### config.mk
export PLATFORM = sky130hd
export DESIGN_NAME = boot_rom_host_adapter_flat
export DESIGN_NICKNAME = d
export VERILOG_FILES = /design/src/rtl/boot_rom_host_adapter_pkg.sv /design/src/rtl/boot_rom_host_adapter_if.sv /design/src/rtl/boot_rom_host_adapter_rsp_fifo.sv /design/src/rtl/boot_rom_host_adapter.sv /design/src/flat_wrapper.sv
export SDC_FILE = /design/constraint.sdc
export NUM_CORES = 1
export LEC_CHECK = 0
export CORE_MARGIN = 2
export CORE_UTILIZATION = 42
export CTS_CLUSTER_SIZE = 30
export DETAILED_ROUTE_END_ITERATION = 12
export PLACE_DENSITY = 0.76
export SYNTH_ARGS = -nofsm -noshare
export SYNTH_HDL_FRONTEND = slang
export SYNTH_SLANG_ARGS = --single-unit
### constraint.sdc
create_clock -name clk_i -period 2.9 [get_ports clk_i]
set_clock_uncertainty 0.2 [all_clocks]
set_input_delay 0.58 -clock clk_i [delete_from_list [all_inputs] [get_ports clk_i]]
set_output_delay 0.58 -clock clk_i [all_outputs]
set_load 0.1 [all_outputs]
### src/rtl/boot_rom_host_adapter_pkg.sv
// Shared definitions for the boot ROM host adapter slice.
//   BOOT_ROM_WIDTH : ROM data width in bits
//   BOOT_ROM_DEPTH : ROM depth in words
//   BOOT_ROM_BASE  : byte base address of the ROM window
//   rsp_t          : one queued host response (error flag + read data)
package boot_rom_pkg;

  localparam int unsigned BOOT_ROM_WIDTH = 32;
  localparam int unsigned BOOT_ROM_DEPTH = 4096;
  localparam logic [31:0] BOOT_ROM_BASE  = 32'h0000_8000;

  typedef struct packed {
    logic                      err;
    logic [BOOT_ROM_WIDTH-1:0] data;
  } rsp_t;

endpackage

### src/rtl/boot_rom_host_adapter_if.sv
// Host request/response bus of the boot ROM adapter.
//   req/gnt      : request handshake, accepted when both are high
//   addr/we      : byte address and write flag of the request
//   rvalid/rready: response handshake
//   rdata/err    : response payload
// master = SoC host side, slave = adapter side.
interface boot_rom_host_adapter_if #(
  parameter int unsigned Width = 32
) ();

  logic             req;
  logic             gnt;
  logic [31:0]      addr;
  logic             we;
  logic             rvalid;
  logic             rready;
  logic [Width-1:0] rdata;
  logic             err;

  modport master (
    output req, addr, we, rready,
    input  gnt, rvalid, rdata, err
  );

  modport slave (
    input  req, addr, we, rready,
    output gnt, rvalid, rdata, err
  );

endinterface

### src/rtl/boot_rom_host_adapter_rsp_fifo.sv
// Response FIFO of rsp_t entries in front of the host response port.
// Shift-register organisation: entry 0 is the head flop, so the output is
// registered and reads as zero whenever the FIFO is empty.
//   clk_i, rst_ni : clock, async active-low reset
//   push_i/push_data_i : enqueue one response
//   pop_i         : dequeue the head (ignored when empty)
//   full_o, empty_o, count_o : occupancy
//   head_o        : current head entry
module boot_rom_rsp_fifo
  import boot_rom_pkg::*;
#(
  parameter int unsigned RspDepth = 2,
  parameter int unsigned CntW     = $clog2(RspDepth + 1)
) (
  input  logic            clk_i,
  input  logic            rst_ni,
  input  logic            push_i,
  input  rsp_t            push_data_i,
  input  logic            pop_i,
  output logic            full_o,
  output logic            empty_o,
  output logic [CntW-1:0] count_o,
  output rsp_t            head_o
);

  localparam int unsigned IdxW = (RspDepth > 1) ? $clog2(RspDepth) : 1;

  rsp_t            mem_q [RspDepth];
  logic [CntW-1:0] count_q;
  logic [IdxW-1:0] wr_idx;
  logic            do_pop;
  logic            do_push;

  assign empty_o = (count_q == '0);
  assign full_o  = (count_q == CntW'(RspDepth));
  assign count_o = count_q;
  assign head_o  = mem_q[0];

  assign do_pop  = pop_i && !empty_o;
  assign do_push = push_i && (!full_o || do_pop);

  // A same-cycle pop shifts everything down one slot, so the write lands one lower.
  assign wr_idx = IdxW'(do_pop ? count_q - CntW'(1) : count_q);

  always_ff @(posedge clk_i or negedge rst_ni) begin
    if (!rst_ni) begin
      count_q <= '0;
      for (int i = 0; i < RspDepth; i++) mem_q[i] <= '0;
    end else begin
      if (do_pop) begin
        for (int i = 0; i < RspDepth - 1; i++) mem_q[i] <= mem_q[i+1];
        mem_q[RspDepth-1] <= '0;
      end
      if (do_push) mem_q[wr_idx] <= push_data_i;
      case ({do_push, do_pop})
        2'b10:   count_q <= count_q + CntW'(1);
        2'b01:   count_q <= count_q - CntW'(1);
        default: count_q <= count_q;
      endcase
    end
  end

  a_no_push_when_full : assert property (
    @(posedge clk_i) disable iff (!rst_ni) !(push_i && full_o)
  );

endmodule

### src/rtl/boot_rom_host_adapter.sv
// Boot ROM host adapter: turns the host req/gnt + rvalid/rready bus into the
// ROM's single-cycle cs/address read port, decodes the ROM window, answers
// writes, out-of-window and post-lock accesses with error responses, and
// queues responses so the host can back-pressure.
//   clk_i, rst_ni   : clock, async active-low reset
//   host            : host bus (slave modport)
//   lock_i/locked_o : sticky read lock request / state
//   rom_addr_o, rom_cs_o      : ROM read port, combinational in the grant cycle
//   rom_dout_i, rom_dvalid_i  : ROM data, valid the cycle after cs
module boot_rom_host_adapter
  import boot_rom_pkg::*;
#(
  parameter int unsigned Width    = BOOT_ROM_WIDTH,
  parameter int unsigned Depth    = BOOT_ROM_DEPTH,
  parameter int unsigned Aw       = $clog2(Depth),
  parameter logic [31:0] BaseAddr = BOOT_ROM_BASE,
  parameter int unsigned RspDepth = 2
) (
  input  logic                          clk_i,
  input  logic                          rst_ni,
  boot_rom_host_adapter_if.slave        host,
  input  logic                          lock_i,
  output logic                          locked_o,
  output logic [Aw-1:0]                 rom_addr_o,
  output logic                          rom_cs_o,
  input  logic [Width-1:0]              rom_dout_i,
  input  logic                          rom_dvalid_i
);

  localparam int unsigned CntW        = $clog2(RspDepth + 1);
  localparam logic [31:0] WindowBytes = 32'(Depth * 4);

  logic            locked_q;
  logic            inflight_q;
  logic            inflight_err_q;
  logic [31:0]     offset;
  logic            hit;
  logic            ok;
  logic            gnt;
  logic            push;
  logic            pop;
  logic            full;
  logic            empty;
  logic [CntW-1:0] count;
  logic [CntW:0]   outstanding;
  logic [CntW:0]   budget;
  rsp_t            push_rsp;
  rsp_t            head_rsp;

  // A response leaving the FIFO this cycle frees its slot for a new grant.
  assign outstanding = {1'b0, count} + (CntW+1)'(inflight_q);
  assign budget      = (CntW+1)'(RspDepth) + (CntW+1)'(pop);
  assign gnt         = host.req && (outstanding < budget);

  // Unsigned wrap makes addresses below the base fall out of the window too.
  assign offset = host.addr - BaseAddr;
  assign hit    = offset < WindowBytes;
  assign ok     = hit && !host.we && !locked_q;

  assign rom_cs_o   = gnt && ok;
  assign rom_addr_o = rom_cs_o ? offset[Aw+1:2] : '0;

  always_ff @(posedge clk_i or negedge rst_ni) begin
    if (!rst_ni) begin
      locked_q       <= 1'b0;
      inflight_q     <= 1'b0;
      inflight_err_q <= 1'b0;
    end else begin
      if (lock_i) locked_q <= 1'b1;
      inflight_q     <= gnt;
      inflight_err_q <= gnt && !ok;
    end
  end

  assign push = inflight_q && (inflight_err_q || rom_dvalid_i);

  always_comb begin
    push_rsp      = '0;
    push_rsp.err  = inflight_err_q;
    push_rsp.data = inflight_err_q ? '0 : rom_dout_i;
  end

  assign pop = !empty && host.rready;

  boot_rom_rsp_fifo #(
    .RspDepth (RspDepth),
    .CntW     (CntW)
  ) u_rsp_fifo (
    .clk_i       (clk_i),
    .rst_ni      (rst_ni),
    .push_i      (push),
    .push_data_i (push_rsp),
    .pop_i       (pop),
    .full_o      (full),
    .empty_o     (empty),
    .count_o     (count),
    .head_o      (head_rsp)
  );

  assign host.gnt    = gnt;
  assign host.rvalid = !empty;
  assign host.rdata  = head_rsp.data;
  assign host.err    = head_rsp.err;
  assign locked_o    = locked_q;

  // ROM data without an ok read in flight is dropped (push needs inflight_q).
  a_dvalid_matches_read : assert property (
    @(posedge clk_i) disable iff (!rst_ni)
    rom_dvalid_i |-> (inflight_q && !inflight_err_q)
  );

  a_read_returns_data : assert property (
    @(posedge clk_i) disable iff (!rst_ni)
    (inflight_q && !inflight_err_q) |-> rom_dvalid_i
  );

  a_no_overflow : assert property (
    @(posedge clk_i) disable iff (!rst_ni) !(push && full && !pop)
  );

endmodule

### src/flat_wrapper.sv
// flat-port wrapper written by rule: the top's interface ports become plain ports
module boot_rom_host_adapter_flat import boot_rom_pkg::*;
#(
  parameter int unsigned Width    = BOOT_ROM_WIDTH,
  parameter int unsigned Depth    = BOOT_ROM_DEPTH,
  parameter int unsigned Aw       = $clog2(Depth),
  parameter logic [31:0] BaseAddr = BOOT_ROM_BASE,
  parameter int unsigned RspDepth = 2
)
  (clk_i, rst_ni, lock_i, locked_o, rom_addr_o, rom_cs_o, rom_dout_i, rom_dvalid_i, host_req, host_addr, host_we, host_rready, host_gnt, host_rvalid, host_rdata, host_err);
  boot_rom_host_adapter_if #(.Width(Width)) host_i ();
  input  logic clk_i;
  input  logic rst_ni;
  input  logic lock_i;
  output logic locked_o;
  output logic [Aw-1:0] rom_addr_o;
  output logic rom_cs_o;
  input  logic [Width-1:0] rom_dout_i;
  input  logic rom_dvalid_i;
  input wire logic [$bits(host_i.req)-1:0] host_req;
  input wire logic [$bits(host_i.addr)-1:0] host_addr;
  input wire logic [$bits(host_i.we)-1:0] host_we;
  input wire logic [$bits(host_i.rready)-1:0] host_rready;
  output wire logic [$bits(host_i.gnt)-1:0] host_gnt;
  output wire logic [$bits(host_i.rvalid)-1:0] host_rvalid;
  output wire logic [$bits(host_i.rdata)-1:0] host_rdata;
  output wire logic [$bits(host_i.err)-1:0] host_err;
  assign host_i.req = host_req;
  assign host_i.addr = host_addr;
  assign host_i.we = host_we;
  assign host_i.rready = host_rready;
  assign host_gnt = host_i.gnt;
  assign host_rvalid = host_i.rvalid;
  assign host_rdata = host_i.rdata;
  assign host_err = host_i.err;
  boot_rom_host_adapter #(.Width(Width), .Depth(Depth), .Aw(Aw), .BaseAddr(BaseAddr), .RspDepth(RspDepth)) u_core (.clk_i(clk_i), .rst_ni(rst_ni), .host(host_i), .lock_i(lock_i), .locked_o(locked_o), .rom_addr_o(rom_addr_o), .rom_cs_o(rom_cs_o), .rom_dout_i(rom_dout_i), .rom_dvalid_i(rom_dvalid_i));
endmodule
Word-level counts from Yosys, hierarchy flattened
Cells that the tools add are included.
{ "op_classes": {"add_sub_neg": 5, "order_cmp": 4, "n_eq_ne": 3, "n_mux": 9, "n_bitwise": 1, "n_reduce_logical": 19} }
{ "ops": {"columns": ["operator", "count"], "rows": [
  ["$mux W66", 2],
  ["$bwmux W66", 1],
  ["$demux W33 S1", 1],
  ["$mux W33", 1],
  ["$lt A32 B15 Y1 const B", 1],
  ["$mux W32", 1],
  ["$sub A32 B16 Y32 const B", 1],
  ["$mux W12", 1],
  ["$logic_and A1 B1 Y1", 10],
  ["$logic_not A1 Y1", 5],
  ["$eq A2 B2 Y1 const B", 2],
  ["$pmux W2 S2", 1],
  ["$add A2 B1 Y3", 1],
  ["$add A2 B1 Y3 const A", 1],
  ["$lt A3 B3 Y1", 1],
  ["$add A2 B1 Y2 const B", 1],
  ["$eq A2 B1 Y1 const B", 1],
  ["$ge A2 B2 Y1 const B", 1],
  ["$logic_not A2 Y1", 1],
  ["$logic_or A1 B1 Y1", 2],
  ["$lt A2 B1 Y1 const B", 1],
  ["$not A1 Y2", 1],
  ["$reduce_bool A2 Y1", 1],
  ["$sub A2 B1 Y2 const B", 1],
  ["$mux W1", 1]
]} }
{ "totals": {"register_bits": 71, "in_bits": 71, "out_inout_bits": 49, "elab_cells": 49} }

Longest topological paths before layout
{ "depth": {"depth_word": 12, "mapped_depth": 9, "ltp_nobuf": 7} }

Hierarchy
Synthesis repeated with hierarchy kept, for this count alone.
{ "hier_totals": {"hier_cells": 427, "hier_area_um2": 4226.6} }
{ "modules_own_cells": {"columns": ["mod", "instances", "cells_per_inst", "area_each_um2", "seq_area_each_um2"], "rows": [
  ["boot_rom_rsp_fifo", 1, 307, 3357.0, 1701.6],
  ["boot_rom_host_adapter", 1, 120, 869.6, 75.1]
]} }

Worst setup path before layout
Ideal clock, no wire load.
{ "synth_path": {"kind": "register -> output", "startpoint": "register u_core.u_rsp_fifo.count_q[0], in the netlist u_core.u_rsp_fifo.count_o[0]", "endpoint": "output port rom_addr_o[10]", "arrival_time_ns": 3.169, "t_required_ns": 2.120, "path_slack_ns": -1.049, "path_stages_with_launch": 8, "path_buffers": 1, "path_cell_list": "dfrtp_1 inv_1 ha_1 nand2b_1 o21ai_0 and3b_1 clkbuf_1 and3_1"} }
{ "synth_between": {"elab_chain_len": 8, "word_cells_on_any_way": 9, "cone_classes": "add/sub: 2; order compare: 1; mux: 1; reduce/logical: 5"} }
{ "synth_lines": {"columns": ["element", "line_no", "rtl"], "rows": [
  ["start: declaration", "boot_rom_host_adapter_rsp_fifo.sv:29", "logic [CntW-1:0] count_q;"],
  ["start signal: assignment", "boot_rom_host_adapter_rsp_fifo.sv:56", "2'b10: count_q <= count_q + CntW'(1);"],
  ["start signal: assignment", "boot_rom_host_adapter_rsp_fifo.sv:57", "2'b01: count_q <= count_q - CntW'(1);"],
  ["start signal: assignment", "boot_rom_host_adapter_rsp_fifo.sv:58", "default: count_q <= count_q;"],
  ["$logic_not A2 Y1", "boot_rom_host_adapter_rsp_fifo.sv:34", "assign empty_o = (count_q == '0);"],
  ["$logic_not A1 Y1", "boot_rom_host_adapter.sv:83", "assign pop = !empty && host.rready;"],
  ["$logic_and A1 B1 Y1", "boot_rom_host_adapter.sv:83", null],
  ["$add A2 B1 Y3", "boot_rom_host_adapter.sv:52", "assign budget = (CntW+1)'(RspDepth) + (CntW+1)'(pop);"],
  ["$lt A3 B3 Y1 (*)", "boot_rom_host_adapter.sv:53", "assign gnt = host.req && (outstanding < budget);"],
  ["$logic_and A1 B1 Y1 (*)", "boot_rom_host_adapter.sv:53", null],
  ["net host_gnt", "flat_wrapper.sv:24", "output wire logic [$bits(host_i.gnt)-1:0] host_gnt;"],
  ["$logic_and A1 B1 Y1 (*)", "boot_rom_host_adapter.sv:60", "assign rom_cs_o = gnt && ok;"],
  ["$mux W12 (*)", "boot_rom_host_adapter.sv:61", "assign rom_addr_o = rom_cs_o ? offset[Aw+1:2] : '0;"],
  ["end: declaration", "flat_wrapper.sv:16", "output logic [Aw-1:0] rom_addr_o;"]
]} }
Mark *: on every way through the listed nets, which the timed path passes. The rest lies on a longest branch.

Worst setup path in the final report
{ "layout_path": {"startpoint": "input port host_addr[17]", "endpoint": "output port rom_addr_o[11]"} }
{ "layout_between": {"elab_chain_len": 6} }
{ "layout_lines": {"columns": ["element", "line_no", "rtl"], "rows": [
  ["start: declaration", "flat_wrapper.sv:21", "input wire logic [$bits(host_i.addr)-1:0] host_addr;"],
  ["$sub A32 B16 Y32", "boot_rom_host_adapter.sv:56", "assign offset = host.addr - BaseAddr;"],
  ["$lt A32 B15 Y1", "boot_rom_host_adapter.sv:57", "assign hit = offset < WindowBytes;"],
  ["$logic_and A1 B1 Y1 (2 in a row)", "boot_rom_host_adapter.sv:58", "assign ok = hit && !host.we && !locked_q;"],
  ["$logic_and A1 B1 Y1", "boot_rom_host_adapter.sv:60", null],
  ["$mux W12", "boot_rom_host_adapter.sv:61", null]
]} }
No other way between the ends.

==> flow_metrics.tcl <==
set metrics [dict create \
    slowest_stage "or3_4" \
    remaining_drc_errors 0 \
    io_pins 120 \
    async_flop_share_pct 100 \
    die_h_um 99.3 \
    tightest_slew_ns 0.876 \
    avgSynthCellArea_um2 8.41 \
    worst_slack_ns -0.400 \
    use_met1_pct 26.9 \
    fin_util_pct 62.0 \
    ant_nets 0 \
    hold_violations 0 \
    power_density_nw_per_um2 988 \
    status "finished with violations" \
    critPathCaptureType "output port" \
    finalMaxSlewViolations 0 \
    min_period_ns 3.30 \
    cts_hold_buffers 0 \
    netlist_area_um2 3820 \
    ys_seq_elements 71 \
    syn_nets 530 \
    coreArea_um2 8760 \
    power_leakage_uw 0.00242 \
    crit_chain "buf_8 -> or3_4 -> o31a_1 -> a2111oi_4 -> o2111a_2 -> clkbuf_16 -> and3_4 -> buf_12" \
    dominantRegCellSynth "dfrtp_1" \
    register_area_um2 1780 \
    antenna_found_initial 0 \
    required_ns 2.12 \
    dr.pass1.iters 5 \
    first_iter_violations 166 \
    use_met2_pct 33.5 \
    critPathMaxStageDelay_ns 0.38 \
    grt_use_total_pct 20.3 \
    ir_drop_v 0.000609 \
    nNetsFinal 620 \
    synth.distinct_cells 46 \
    via_count 3616 \
    clock-root-buffer "clkbuf_8" \
    layout_commonest_cell "nand2_1" \
    grt_pass1_vias 3486 \
    die_w_um 99.3 \
    gr-total-overflow 0 \
    clock_latency_ns 0.33 \
    routed_wl_um 10200 \
    grt_max_degree 72 \
    synth_edf_count 0 \
    critical_path.top_delay_family "compound AO/OA/AOI/OAI gates" \
    power_frac_clock_pct 15.2 \
    vias_per_cell 5.50 \
    crit_type "in -> out" \
    comb_power_share_pct 55.8 \
    fill_cells 726 \
    rsz0062_at_grt "true" \
    drv_cap 0 \
    grt_pass1_wl_um 16500 \
    antenna-diode-count 0 \
    rows 34 \
    p_switching_uw 2800 \
    synth_top_area_share_pct 46.5 \
    swShare_pct 52.1 \
    gr-usage-met3_pct 3.79 \
    hp-class "in -> async" \
    seq_area_frac_synth_pct 46.5 \
    port_buffers 117 \
    syn_inst 454 \
    yosysWarnings 0 \
    pre_cts_ws_ns -0.888 \
    relSlewSlack_pct 41.6 \
    start_kind "primary input" \
    die_area_um2 9870 \
    cts_num_sinks 71 \
    instances_no_fill 657 \
    placed_cells 637 \
    p_seq_share_pct 29.0 \
    timing.final.crit_share_pct 114 \
    multi_input_area_um2 1780 \
    cts_buffer_depth 2 \
    intPower_uw 2570 \
    finalSetupViolCount 13 \
    yosysTopAreaCell "dfrtp_1" \
    grt.busiest_layer "met2" \
    violations "negative setup slack" \
    gp_congestion 0.888 \
    post_drt_wl_per_cell_um 15.5 \
    drive_gt1_share_pct 25.9 \
    numCtsBuffers 9 \
    crit_buf_inv 3 \
    clkSlewWorstSetupHoldPaths_ns 0.08 \
    arrival_ns 2.52 \
    cts_tree "yes" \
    crit_fanout 7 \
    initial_utilization_pct 43.6 \
    layout_common_cells "nand2_1, dfrtp_1, buf_4, clkdlybuf4s50_1, o21ai_0" \
    max_freq_mhz 303 \
    area_growth_pct 42.4 \
    dpl.hpwl_um 6820 \
    fin_hold_ws_ns 0.151 \
    ctsHtreeMaxLevel 3 \
    synth_area_leaders "dfrtp_1, nand2_1, buf_4, a31oi_1, o21ai_0" \
]
power by group through the flow:
stage               sequential [µW]  clock [µW]  combinational, µW
global placement               1550           0               2950
floorplan                      1540           0               2450
detailed placement             1570           0               3000
CTS                            1550         840               3010
finish                         1560         818               3000
global route                   1600         879               3210
area by class of cell:
class	instances	share of cell area, %
multi-input cells	309	32.8
repair buffers	146	27.4
flip-flops and latches	71	32.7
well taps	108	2.49
clock buffers	11	2.78
clock inverters	5	1.04
inverters	7	0.806
metal layers:
layer  share of wire, %  wire [µm]
met2                 50       5120
met1                 42       4260
met4                1.8        183
met3                6.1        623
met5                  0          0
state kept, by name, indices dropped and copies added (netlist names):
signal	cells
u_core.inflight_err_q	1
u_core.inflight_q	1
u_core.locked_o	1
u_core.u_rsp_fifo.count_o	2
u_core.u_rsp_fifo.head_o	33
u_core.u_rsp_fifo.mem_q	33
cells in the mapped netlist (3+ instances only):
cell type    n
nand2_1    101
dfrtp_1     71
o21ai_0     38
a21oi_1     35
nand3_1     35
a31oi_1     34
buf_4       32
clkbuf_1    28
and3_1       9
nor3_1       8
inv_1        7
nor2_1       6
buf_1        5
ha_1         5
and3_2       3
or3_1        3
worst register-to-register path, delay by kind of cell, from the launching register on:
| kind | cells | cell delay, ns |
|---|---|---|
| AO/OA/AOI/OAI | 2 | 0.30 |
| adder cells (fa/ha/maj) | 1 | 0.24 |
| buffers and inverters | 3 | 0.93 |
| flip-flops | 1 | 0.45 |
| AND/OR/NAND/NOR | 3 | 0.46 |
final timing paths:
| check | start | to | slack [ns] | depth (start not counted) |
|---|---|---|---|---|
| worst max-delay path | host_addr[17] | rom_addr_o[11] | -0.40 | 8 |
| worst min-delay path | rst_ni | u_core.u_rsp_fifo.head_o[11] | 0.15 | 1 |
| worst max register to register | u_core.u_rsp_fifo.count_o[0] | u_core.u_rsp_fifo.mem_q[6] | 0.25 | 9 |
| worst min register to register | u_core.u_rsp_fifo.mem_q[8] | u_core.u_rsp_fifo.mem_q[8] | 0.30 | 2 |
| max in group asynchronous | rst_ni | u_core.u_rsp_fifo.count_o[0] | 1.72 | 1 |
| min in group clk_i | u_core.u_rsp_fifo.mem_q[8] | u_core.u_rsp_fifo.mem_q[8] | 0.30 | 2 |
per-stage QoR:
stage	cell area [µm²]	power [µW]	setup TNS, ns
4_1_cts	5400	5400	-5.10
6_report	5440	5370	-4.95
3_3_place_gp	5110	4500	-11.30
3_5_place_dp	5110	4570	-11.78
2_1_floorplan	3920	4000	-1.51
5_1_grt	5440	5690	-5.50
timing repair:
item,in CTS,in global routing
setup endpoints to repair,13,14
cloned,1,0
gates resized for setup,42,14
pin swaps,10,8
buffers inserted,3,0
endpoints found under the hold margin,0,0
logic make-up after synthesis:
family / after synthesis / synth area share [%]
compound gates: 121 / 18.5
xor+xnor: 2 / 0.459
fa+ha+maj: 5 / 1.64
buf+inv: 74 / 10.9
flops: 71 / 46.5
simple gates: 181 / 22.0
No activity file was read; power rests on OpenSTA's default activity.
==> edit (same settings) <==
`RspDepth` is set to 2 in 3 places; all go to 4.
--- a/src/rtl/boot_rom_host_adapter_rsp_fifo.sv
+++ b/src/rtl/boot_rom_host_adapter_rsp_fifo.sv
@@ -11,3 +11,3 @@
 #(
-  parameter int unsigned RspDepth = 2,
+  parameter int unsigned RspDepth = 4,
   parameter int unsigned CntW     = $clog2(RspDepth + 1)
--- a/src/rtl/boot_rom_host_adapter.sv
+++ b/src/rtl/boot_rom_host_adapter.sv
@@ -16,3 +16,3 @@
   parameter logic [31:0] BaseAddr = BOOT_ROM_BASE,
-  parameter int unsigned RspDepth = 2
+  parameter int unsigned RspDepth = 4
 ) (
--- a/src/flat_wrapper.sv
+++ b/src/flat_wrapper.sv
@@ -7,3 +7,3 @@
   parameter logic [31:0] BaseAddr = BOOT_ROM_BASE,
-  parameter int unsigned RspDepth = 2
+  parameter int unsigned RspDepth = 4
 )
Formal check against the unedited RTL: not equivalent (a bounded check fails within 4 cycles, from zero or initial values and one cycle with rst_ni low).
==> edit against the original RTL <==
The flow still finishes with violations (setup timing); sequential share of layout area rose by 3.9 points; wire length rose by 57%; combinational power rose by 56%; cell area rose by 74%; worst hold slack improved by 0.15 ns; first-iteration DRC count rose by 6.6%; worst setup slack improved by 0.053 ns; synthesized area rose by 89%; cell count rose by 41%; sequential cell count rose by 67; global-route usage fell by 2.0 points; power rose by 87%.
==> edit: results (changes against the original RTL) <==
[setup_path]
r2r-start=u_core.u_rsp_fifo.count_o[0]  ; unchanged
reg2reg_slack_ns=0.34  ; was 0.25 ns
worstSetupStartpoint=u_core.inflight_q  ; was host_addr[17]
critPathArrivalTime_ns=2.47  ; was 2.52 ns
max_fanout_on_critical_path=15  ; was 7

[synthesis]
synthDistinctLibCells=46  ; unchanged
syn_nets=664  ; was 530
dominantRegCellSynth=sky130_fd_sc_hd__dfrtp_1  ; unchanged
post_synth_most_frequent_cells=sky130_fd_sc_hd__mux2i_1, sky130_fd_sc_hd__dfrtp_1, sky130_fd_sc_hd__nand2_1  ; was sky130_fd_sc_hd__nand2_1, sky130_fd_sc_hd__dfrtp_1, sky130_fd_sc_hd__o21ai_0
fraction_of_synthesis_flops_using_an_asynchronous_set_or_reset_pin=1.00  ; unchanged
synth_area_leaders=sky130_fd_sc_hd__dfrtp_1, sky130_fd_sc_hd__mux2i_1, sky130_fd_sc_hd__buf_4  ; was sky130_fd_sc_hd__dfrtp_1, sky130_fd_sc_hd__nand2_1, sky130_fd_sc_hd__buf_4
synth.yosys.seq_area_share=0.480  ; was 0.465
synthesis.yosys.warnings=0  ; unchanged

[placed_design]
gp_routability_congestion=0.752  ; was 0.888
numPortBuffers=117  ; unchanged
post-dp-hpwl_um=10800  ; was 6820 um

[sta]
worst_slack_ns=-0.347  ; was -0.400 ns
setup_viol=14  ; was 13
fin_hold_ws_ns=0.305  ; was 0.151 ns
timing_worst_slew_pin_value_ns=0.623  ; was 0.876 ns
setup-tns-final_ns=-4.56  ; was -4.95 ns

[clock_tree]
numCtsBuffers=17  ; was 9
cts.root.buffer_cell=sky130_fd_sc_hd__clkbuf_16  ; was sky130_fd_sc_hd__clkbuf_8
cts.path.max_buffers=2  ; unchanged
clk_pin_slew_ns=0.05  ; was 0.08 ns
clk-insertion-delay-late_ns=0.42  ; was 0.33 ns
htree_num_levels=4  ; was 3

[pwr]
power.ir.vdd_worst_mv=0.604  ; was 0.609 mV
power.static_leakage_nw=4.35  ; was 2.42 nW

[global_routing]
groute.layer.met3.usage=0.0428  ; was 0.0379
grt_max_degree=67  ; was 72
number_of_global_route_vias_before_repair=5224  ; was 3486
number_of_antenna_violations_at_the_first_check_in_global_routing=0  ; unchanged
global_route_total_usage_across_every_layer=0.183  ; was 0.203
grtUsageMet2=0.321  ; was 0.335
use_met1=0.221  ; was 0.269
wire_length_of_the_first_global_routing_pass_um=26100  ; was 16500 um

[outcome]
violations=setup timing  ; unchanged
run_status=complete, but fails checks  ; unchanged

[final_layout]
fraction_of_layout_instances_using_a_drive_strength_above_1=0.225  ; was 0.259
largest_reg_flops=99
num_antenna_cells=0  ; unchanged
final_net_count=774  ; was 620
max_flop_register=u_core.u_rsp_fifo.mem_q

[detailed_routing]
drt-pass1-iter-count=4  ; was 5
viasPerCell=5.22  ; was 5.50
drt_iter0_drc=177  ; was 166
routed_wl_um=16000  ; was 10200 um

[worst_hold_path]
min-delay-start=u_core.locked_o
class_of_the_worst_hold_path=flop to flop  ; was input port to async pin

[edit: cell types whose count changed in the layout (fill, tap and decap cells not counted), sizes merged, moves of 12 or more]
cell and delta:
mux2i +231, dfrtp +67, o21ai -38, nand2 -33, a31oi -32, nand3 -31
a21oi -30, and4 +12
[edit: through the flow]
stage                     worst slack (ns)  utilization  area [um2]  cells
after floorplan                     -0.114            -        7310    587
after global placement              -0.472        0.526        8750    893
after detailed placement            -0.536        0.526        8750    893
after CTS                           -0.372        0.566        9420    927
after global routing                -0.443        0.567        9440    928
final                               -0.347        0.567        9440    928
[edit: worst paths after layout]
kind | endpoint | cells past startpoint
worst max-delay path | rom_addr_o[9] | 7
worst min-delay path | u_core.locked_o | 1
worst max register to register | u_core.u_rsp_fifo.head_o[20] | 10
worst min register to register | u_core.locked_o | 1
max in group asynchronous | u_core.u_rsp_fifo.mem_q[36] | 3
min in group asynchronous | u_core.u_rsp_fifo.head_o[18] | 2
[edit: logic make-up (layout without fill, tap and decap cells)]
family	after synthesis	after routing	synth area share
buffers and inverters	76	197	0.0800
AND/OR/NAND/NOR	108	108	0.0756
adder cells (fa/ha/maj)	6	6	0.0104
multiplexers	231	231	0.321
flip-flops	138	138	0.480
AO/OA/AOI/OAI	25	25	0.0294
XOR/XNOR	3	3	0.00365
[edit: area by class of cell]
| cell class | instances | area (um2) |
|---|---|---|
| Clock buffer | 24 | 512 |
| Fill cell | 1336 | 7200 |
| Tap cell | 220 | 275 |
| Multi-Input combinational cell | 373 | 3310 |
| Sequential cell | 138 | 3460 |
| Timing Repair Buffer | 158 | 1740 |
| Clock inverter | 6 | 109 |
| Inverter | 9 | 38.8 |
[edit: worst max-delay path, stage by stage (launching register included)]
cell,delay [ns]
sky130_fd_sc_hd__dfrtp_1,0.41
sky130_fd_sc_hd__ha_4,0.19
sky130_fd_sc_hd__ha_4,0.20
sky130_fd_sc_hd__or4_4,0.52
sky130_fd_sc_hd__a21oi_4,0.16
sky130_fd_sc_hd__buf_12,0.15
sky130_fd_sc_hd__and4_4,0.25
sky130_fd_sc_hd__buf_12,0.17
[edit: repair_timing]
item                                   in CTS  in global routing
endpoints found under the hold margin      63                  0
gates cloned                                1                  1
setup endpoints to repair                  14                 14
setup buffers                               2                  0
hold buffers                                1                  0
pin swaps                                  12                  4
resized for setup                          12                  7
[edit: per-layer routing]
layer,part of all wire,routed length (um)
met4,0.011,180
met3,0.034,543
met2,0.53,8510
met5,0,0
met1,0.42,6740
[edit: where the power goes]
part / switching [mW] / internal [mW]
combinational: 3.00 / 1.67
sequential: 0.428 / 2.65
clock: 0.783 / 1.48
total: 4.21 / 5.81
